<file path="src/rtl/simon_sequencer.sv">
// ============================================================================
// Module   : simon_sequencer
// Purpose  : Simon game round controller. It grows an LFSR-driven colour
//            sequence, shows it as timed presses and checks the player's replay.
// Options  : `define SIMON_TIMEOUT_EN to end the game on player inactivity.
// Revision : 1.0 - initial release
// ============================================================================
`default_nettype none

module simon_sequencer #(
  parameter int         MAX_LEN       = 16,
  parameter int         HOLD_TICKS    = 30,
  parameter int         GAP_TICKS     = 30,
  parameter int         TIMEOUT_TICKS = 300,
  parameter logic [7:0] LFSR_SEED     = 8'hA5
) (
  input  logic       clk,
  input  logic       reset,
  input  logic       start,
  input  logic [1:0] playerNum,
  input  logic       playerPressed,
  output logic       simonTurn,
  output logic [1:0] simonNum,
  output logic       simonPressed,
  output logic [4:0] level,
  output logic       gameOver,
  output logic       win
);

  localparam int c_HG   = (HOLD_TICKS > GAP_TICKS) ? HOLD_TICKS : GAP_TICKS;
  localparam int c_MAXT = (c_HG > TIMEOUT_TICKS) ? c_HG : TIMEOUT_TICKS;
  localparam int c_TW   = $clog2(c_MAXT + 1);
  localparam int c_IW   = (MAX_LEN > 2) ? $clog2(MAX_LEN) : 1;
  localparam logic [7:0] c_SEED = (LFSR_SEED == 8'h00) ? 8'h01 : LFSR_SEED;

  localparam logic [2:0] c_S_IDLE     = 3'd0;
  localparam logic [2:0] c_S_EXTEND   = 3'd1;
  localparam logic [2:0] c_S_SHOW_ON  = 3'd2;
  localparam logic [2:0] c_S_SHOW_OFF = 3'd3;
  localparam logic [2:0] c_S_LISTEN   = 3'd4;
  localparam logic [2:0] c_S_OVER     = 3'd5;
  localparam logic [2:0] c_S_WIN      = 3'd6;

  logic [2:0]      r_state;
  logic [1:0]      r_seq [MAX_LEN];
  // One extra bit so that MAX_LEN=32 is representable without wrapping.
  logic [5:0]      r_len;
  logic [4:0]      r_idx;
  logic [c_TW-1:0] r_tcnt;
  logic [7:0]      r_lfsr;
  logic            r_startQ;
  logic            r_pressQ;
  logic [1:0]      r_numQ;

  logic [2:0]      w_stateNext;
  logic [5:0]      w_lenNext;
  logic [4:0]      w_idxNext;
  logic [c_TW-1:0] w_tcntNext;
  logic            w_seqWe;
  logic            w_lastIdx;
  logic            w_lfsrFb;
  logic [1:0]      w_showNum;
  logic            w_startOk;

  assign w_lfsrFb  = r_lfsr[7] ^ r_lfsr[5] ^ r_lfsr[4] ^ r_lfsr[3];
  assign w_lastIdx = ({1'b0, r_idx} == (r_len - 6'd1));
  assign w_startOk = (r_state == c_S_IDLE) || (r_state == c_S_OVER) || (r_state == c_S_WIN);

  always_comb begin
    w_stateNext = r_state;
    w_lenNext   = r_len;
    w_idxNext   = r_idx;
    w_tcntNext  = r_tcnt + c_TW'(1);
    w_seqWe     = 1'b0;
    case (r_state)
      c_S_IDLE, c_S_OVER, c_S_WIN: begin
        if (r_startQ) begin
          w_lenNext   = 6'd0;
          w_tcntNext  = '0;
          w_stateNext = c_S_EXTEND;
        end
      end
      c_S_EXTEND: begin
        w_seqWe     = 1'b1;
        w_lenNext   = r_len + 6'd1;
        w_idxNext   = 5'd0;
        w_tcntNext  = '0;
        w_stateNext = c_S_SHOW_ON;
      end
      c_S_SHOW_ON: begin
        if (r_tcnt == c_TW'(HOLD_TICKS - 1)) begin
          w_tcntNext  = '0;
          w_stateNext = c_S_SHOW_OFF;
        end
      end
      c_S_SHOW_OFF: begin
        if (r_tcnt == c_TW'(GAP_TICKS - 1)) begin
          w_tcntNext = '0;
          if (w_lastIdx) begin
            w_idxNext   = 5'd0;
            w_stateNext = c_S_LISTEN;
          end else begin
            w_idxNext   = r_idx + 5'd1;
            w_stateNext = c_S_SHOW_ON;
          end
        end
      end
      c_S_LISTEN: begin
        // A press always wins over a coincident timeout.
        if (r_pressQ) begin
          w_tcntNext = '0;
          if (r_numQ != r_seq[r_idx[c_IW-1:0]]) begin
            w_stateNext = c_S_OVER;
          end else if (w_lastIdx) begin
            w_stateNext = (r_len == 6'(MAX_LEN)) ? c_S_WIN : c_S_EXTEND;
          end else begin
            w_idxNext = r_idx + 5'd1;
          end
        end
`ifdef SIMON_TIMEOUT_EN
        else if (r_tcnt == c_TW'(TIMEOUT_TICKS - 1)) begin
          w_tcntNext  = '0;
          w_stateNext = c_S_OVER;
        end
`endif
      end
      default: begin
        w_stateNext = c_S_IDLE;
      end
    endcase
  end

  // The element just being written is forwarded so round 1 shows it at once.
  assign w_showNum = (w_seqWe && (w_idxNext[c_IW-1:0] == r_len[c_IW-1:0]))
                   ? r_lfsr[1:0] : r_seq[w_idxNext[c_IW-1:0]];

  always_ff @(posedge clk) begin
    if (w_seqWe) begin
      r_seq[r_len[c_IW-1:0]] <= r_lfsr[1:0];
    end
  end

  always_ff @(posedge clk or negedge reset) begin
    if (!reset) begin
      r_state      <= c_S_IDLE;
      r_len        <= 6'd0;
      r_idx        <= 5'd0;
      r_tcnt       <= '0;
      r_lfsr       <= c_SEED;
      r_startQ     <= 1'b0;
      r_pressQ     <= 1'b0;
      r_numQ       <= 2'd0;
      simonTurn    <= 1'b0;
      simonNum     <= 2'd0;
      simonPressed <= 1'b0;
      level        <= 5'd0;
      gameOver     <= 1'b0;
      win          <= 1'b0;
    end else begin
      r_lfsr   <= {r_lfsr[6:0], w_lfsrFb};
      // Inputs are captured only in the states where they are honoured.
      r_startQ <= start && w_startOk;
      r_pressQ <= playerPressed && (r_state == c_S_LISTEN);
      r_numQ   <= playerNum;
      r_state  <= w_stateNext;
      r_len    <= w_lenNext;
      r_idx    <= w_idxNext;
      r_tcnt   <= w_tcntNext;
      simonTurn    <= (w_stateNext == c_S_EXTEND) || (w_stateNext == c_S_SHOW_ON) ||
                      (w_stateNext == c_S_SHOW_OFF);
      simonPressed <= (w_stateNext == c_S_SHOW_ON);
      if ((w_stateNext == c_S_SHOW_ON) && (r_state != c_S_SHOW_ON)) begin
        simonNum <= w_showNum;
      end
      level    <= w_lenNext[4:0];
      gameOver <= (w_stateNext == c_S_OVER);
      win      <= (w_stateNext == c_S_WIN);
    end
  end

endmodule

`default_nettype wire

</file>
<file path="config.mk">
export PLATFORM = sky130hd
export DESIGN_NAME = simon_sequencer
export DESIGN_NICKNAME = d
export VERILOG_FILES = /design/src/rtl/simon_sequencer.sv
export SDC_FILE = /design/constraint.sdc
export NUM_CORES = 1
export LEC_CHECK = 0
export ABC_AREA = 0
export BUFFER_PORTS_ARGS = -buffer_cell sky130_fd_sc_hd__buf_2
export CORE_ASPECT_RATIO = 1.2
export CORE_MARGIN = 4
export CORE_UTILIZATION = 55
export DETAILED_ROUTE_END_ITERATION = 10
export GPL_TIMING_DRIVEN = 0
export PLACE_DENSITY = 0.79
export SLEW_MARGIN = 20
export SYNTH_ARGS = -nofsm -noshare
export SYNTH_HDL_FRONTEND = slang
export SYNTH_SLANG_ARGS = --single-unit
</file>
<file path="constraint.sdc">
create_clock -name clk -period 10.4 [get_ports clk]
set_clock_uncertainty 0.1 [all_clocks]
set_input_delay 1.56 -clock clk [delete_from_list [all_inputs] [get_ports clk]]
set_output_delay 1.56 -clock clk [all_outputs]
set_load 0.005 [all_outputs]
</file>
==> results.py <==
metrics = {
    "synth": {
        "syn_area_per_cell_um2": 10.7,
        "synth_seq_cells": 73,
        "synth_top_area_share_pct": 23.5,
        "yosysUniqueCellTypes": 70,
        "ys_seq_area_share_pct": 48.8,
        "synth_nets": 395,
        "ys.warnings.count": 0,
        "synthTopCellsByArea": "edfxtp_1 (24%), dfrtp_1 (23%), mux2i_1 (5.2%)",
        "yosys.area.top_type": "edfxtp_1",
        "synth-edff-count": 32,
        "synth-main-ff-cell": "dfrtp_1",
        "postSynthCellCount": 381,
        "synthArstFlopShare_pct": 56.2,
        "synth.cell_area_um2": 4080,
    },
    "finish": {
        "fillers": 597,
        "diodes": 0,
        "fin_util_pct": 61.7,
        "layout-drive-gt1-share_pct": 16.5,
        "fin_area_um2": 4470,
        "layout.nets": 422,
        "final_cells": 503,
        "syn2layout_area_growth_pct": 9.41,
    },
    "timing": {
        "final.period_utilization_pct": 39.6,
        "setup_viol": 0,
        "hold_violations": 0,
        "rsz0062_at_grt": "no",
        "max_freq_mhz": 243,
        "worst_slew_pin_slew_ns": 0.904,
        "slew_headroom_pct": 39.8,
        "whs_ns": 0.245,
        "finalMaxSlewViolations": 0,
        "layout_min_cycle_time_ns": 4.12,
        "fin_setup_tns_ns": 0,
    },
    "setup_path": {
        "crit_start": "r_len[0]$_DFFE_PN0P_",
        "reg2reg_from": "r_len[0]$_DFFE_PN0P_",
        "r2r-end": "simonNum[1]$_DFFE_PN0P_",
        "reg2reg_depth": 17,
        "cp_max_fo": 10,
        "crit_type": "register to register",
        "reg2reg_slack_ns": 6.28,
        "cp_data_arrival_time_ns": 4.25,
        "worstPathRequired_ns": 10.53,
        "crit_path_end": "simonNum[1]$_DFFE_PN0P_",
        "cp-end-kind": "register",
        "start_kind": "register",
    },
    "detailed_routing": {
        "vias": 3121,
        "drc": 0,
        "postRouteWirelength_um": 8920,
        "drt_iter0_markers": 189,
        "met1Wirelength_um": 3720,
        "ant_nets": 0,
        "dr_wl_met3_um": 412,
        "drtPass1Iterations": 5,
        "top_layer_used": "met4",
        "wl_per_cell_um": 17.7,
        "wl_met2_um": 4400,
        "viasPerCell": 6.20,
    },
    "power": {
        "p_seq_share_pct": 46.0,
        "p_leak_nw": 1.81,
        "clkPwrFrac_pct": 27.5,
        "p_int_mw": 0.520,
        "switching_share_pct": 32.3,
        "combPwrFrac_pct": 26.6,
        "ir_drop_mv": 0.0846,
        "switchingPower_mw": 0.248,
        "pwr_density_cell_nw_per_um2": 172,
    },
    "hold_path": {
        "hold_path.class": "register to register",
    },
    "global_route": {
        "grt_pass1_wl_um": 14800,
        "grt_start_max_net_pins": 42,
        "antenna_found_initial": 0,
        "grt_overflow": 0,
        "grt.total_usage_pct": 21.9,
        "grt_pass1_vias": 3020,
    },
    "placed_design": {
        "post-place-cells": 487,
        "place_area_um2": 4270,
        "io_buffers": 16,
        "place_hpwl_um": 6470,
        "gp_congestion": 0.925,
    },
    "run": {
        "maxCapViolations": 0,
    },
    "clock_network": {
        "numCtsBuffers": 9,
        "clkLatencyLatePin_ns": 0.35,
        "clk_path_buf_depth": 2,
        "cts_sinks": 73,
        "cts_hold_buf": 0,
        "post_cts_buffers": 0,
        "tritoncts": "yes",
        "cts_max_level": 3,
        "path_clk_slew_ns": 0.08,
        "cts-resized-gates": 0,
        "cts-root-buf": "clkbuf_8",
    },
    "floorplan": {
        "core_um2": 7230,
        "start_util_pct": 56.4,
        "dieHeight_um": 102,
        "die_area_um2": 8870,
        "ios": 17,
        "die_x_um": 86.6,
        "std_cell_rows": 34,
    },
    "status": {
        "outcome": "complete, no violations",
    },
}
[power groups by stage]
stage | Sequential [mW] | Combinational [mW] | Clock, mW
after detailed placement | 0.358 | 0.203 | 0
final | 0.353 | 0.204 | 0.211
after global placement | 0.357 | 0.197 | 0
after floorplan | 0.353 | 0.157 | 0
after CTS | 0.353 | 0.204 | 0.215
after global routing | 0.358 | 0.230 | 0.228
[sequential cells by signal, indices dropped and copies added, names as in the netlist, 2 cells and up]
| name | cells |
|---|---|
| r_seq | 32 |
| r_state | 3 |
| r_idx | 5 |
| r_tcnt | 9 |
| r_len | 6 |
| r_lfsr | 8 |
| r_numQ | 2 |
| simonNum | 2 |
[final cells by class]
cell class | count | area (um2) | share of cell area [%]
flip-flops and latches | 73 | 1990 | 44.6
multi-input cells | 269 | 1890 | 42.3
clock buffers | 12 | 166 | 3.73
plain buffers | 19 | 124 | 2.77
well taps | 90 | 113 | 2.52
repair buffers | 16 | 80.1 | 1.79
inverters | 20 | 75.1 | 1.68
clock inverters | 4 | 25.0 | 0.560
[layout by cell type, fill, tap and decap left out, drive strengths merged, types with 2 or more instances in the layout]
master,instances
nor2,46
dfrtp,37
edfxtp,32
nand2,31
buf,28
mux2i,21
inv,20
clkbuf,19
o21ai,18
nand3,16
xnor2,12
xor2,12
nor3,9
a21oi,8
ha,8
and3,6
a41oi,6
nand2b,5
nor2b,4
mux4,4
nand4,4
o221ai,4
dfstp,4
o31ai,4
and2,4
mux2,4
o2111ai,3
a22oi,3
and4,3
a221oi,3
nor3b,2
o22ai,2
o311ai,2
a211o,2
a211oi,2
o211ai,2
a221o,2
clkinvlp,2
clkinv,2
nor4,2
[cell families after synthesis]
| logic type | count (synthesis) | synth area share [%] |
|---|---|---|
| and+or+nand+nor | 137 | 17.1 |
| buffers and inverters | 39 | 4.87 |
| muxes | 29 | 8.55 |
| AOI/OAI and AO/OA | 71 | 13.1 |
| DFF | 73 | 48.8 |
| adders and majority gates | 8 | 2.45 |
| xor gates and xnor gates | 24 | 5.15 |
[metrics by stage]
step                      power (mW)  setup slack (ns)
after global placement         0.554              6.39
after global routing           0.816              5.96
final                          0.768              6.28
after detailed placement       0.561              6.35
after floorplan                0.510              6.91
after CTS                      0.772              6.31
[worst max-delay path, stage by stage (launching register included)]
cell and delay [ns]:
dfrtp_1 0.52, inv_1 0.14, ha_1 0.29, nor2b_1 0.15, or3_1 0.34, a31o_2 0.27
nor2_4 0.18, inv_2 0.12, ha_1 0.20, nand2_1 0.08, nand2_1 0.05, mux2i_1 0.41
inv_1 0.23, a41oi_1 0.21, a22oi_1 0.12, o221ai_1 0.23, nor4_1 0.08, a221o_1 0.27
[metal layers]
| metal | up-vias | track usage [%] |
|---|---|---|
| met5 | - | 0 |
| met1 | 1543 | 26.7 |
| li1 | 1453 | - |
| met3 | 31 | 4.19 |
| met4 | 0 | 13.3 |
| met2 | 94 | 35.8 |
[worst min-delay path by stage]
stage                   startpoint                   to  slack, ns  cells past startpoint
2_1_floorplan  r_lfsr[6]$_DFF_PN0_  r_lfsr[7]$_DFF_PN1_       0.23                      0
3_3_place_gp   r_lfsr[6]$_DFF_PN0_  r_lfsr[7]$_DFF_PN1_       0.24                      0
3_5_place_dp   r_lfsr[6]$_DFF_PN0_  r_lfsr[7]$_DFF_PN1_       0.25                      0
4_1_cts        r_lfsr[6]$_DFF_PN0_  r_lfsr[7]$_DFF_PN1_       0.26                      0
5_1_grt        r_lfsr[6]$_DFF_PN0_  r_lfsr[7]$_DFF_PN1_       0.27                      0
6_report       r_lfsr[6]$_DFF_PN0_  r_lfsr[7]$_DFF_PN1_       0.25                      0
[cell usage after synthesis, drive strengths merged, types with 7 or more instances]
library cell / instances
nand2: 31
dfrtp: 37
nor3: 9
xor2: 12
o21ai: 18
nor2: 46
nand3: 16
xnor2: 12
edfxtp: 32
buf: 12
clkbuf: 7
mux2i: 21
ha: 8
a21oi: 8
inv: 20
No activity file was read; power rests on OpenSTA's default activity.
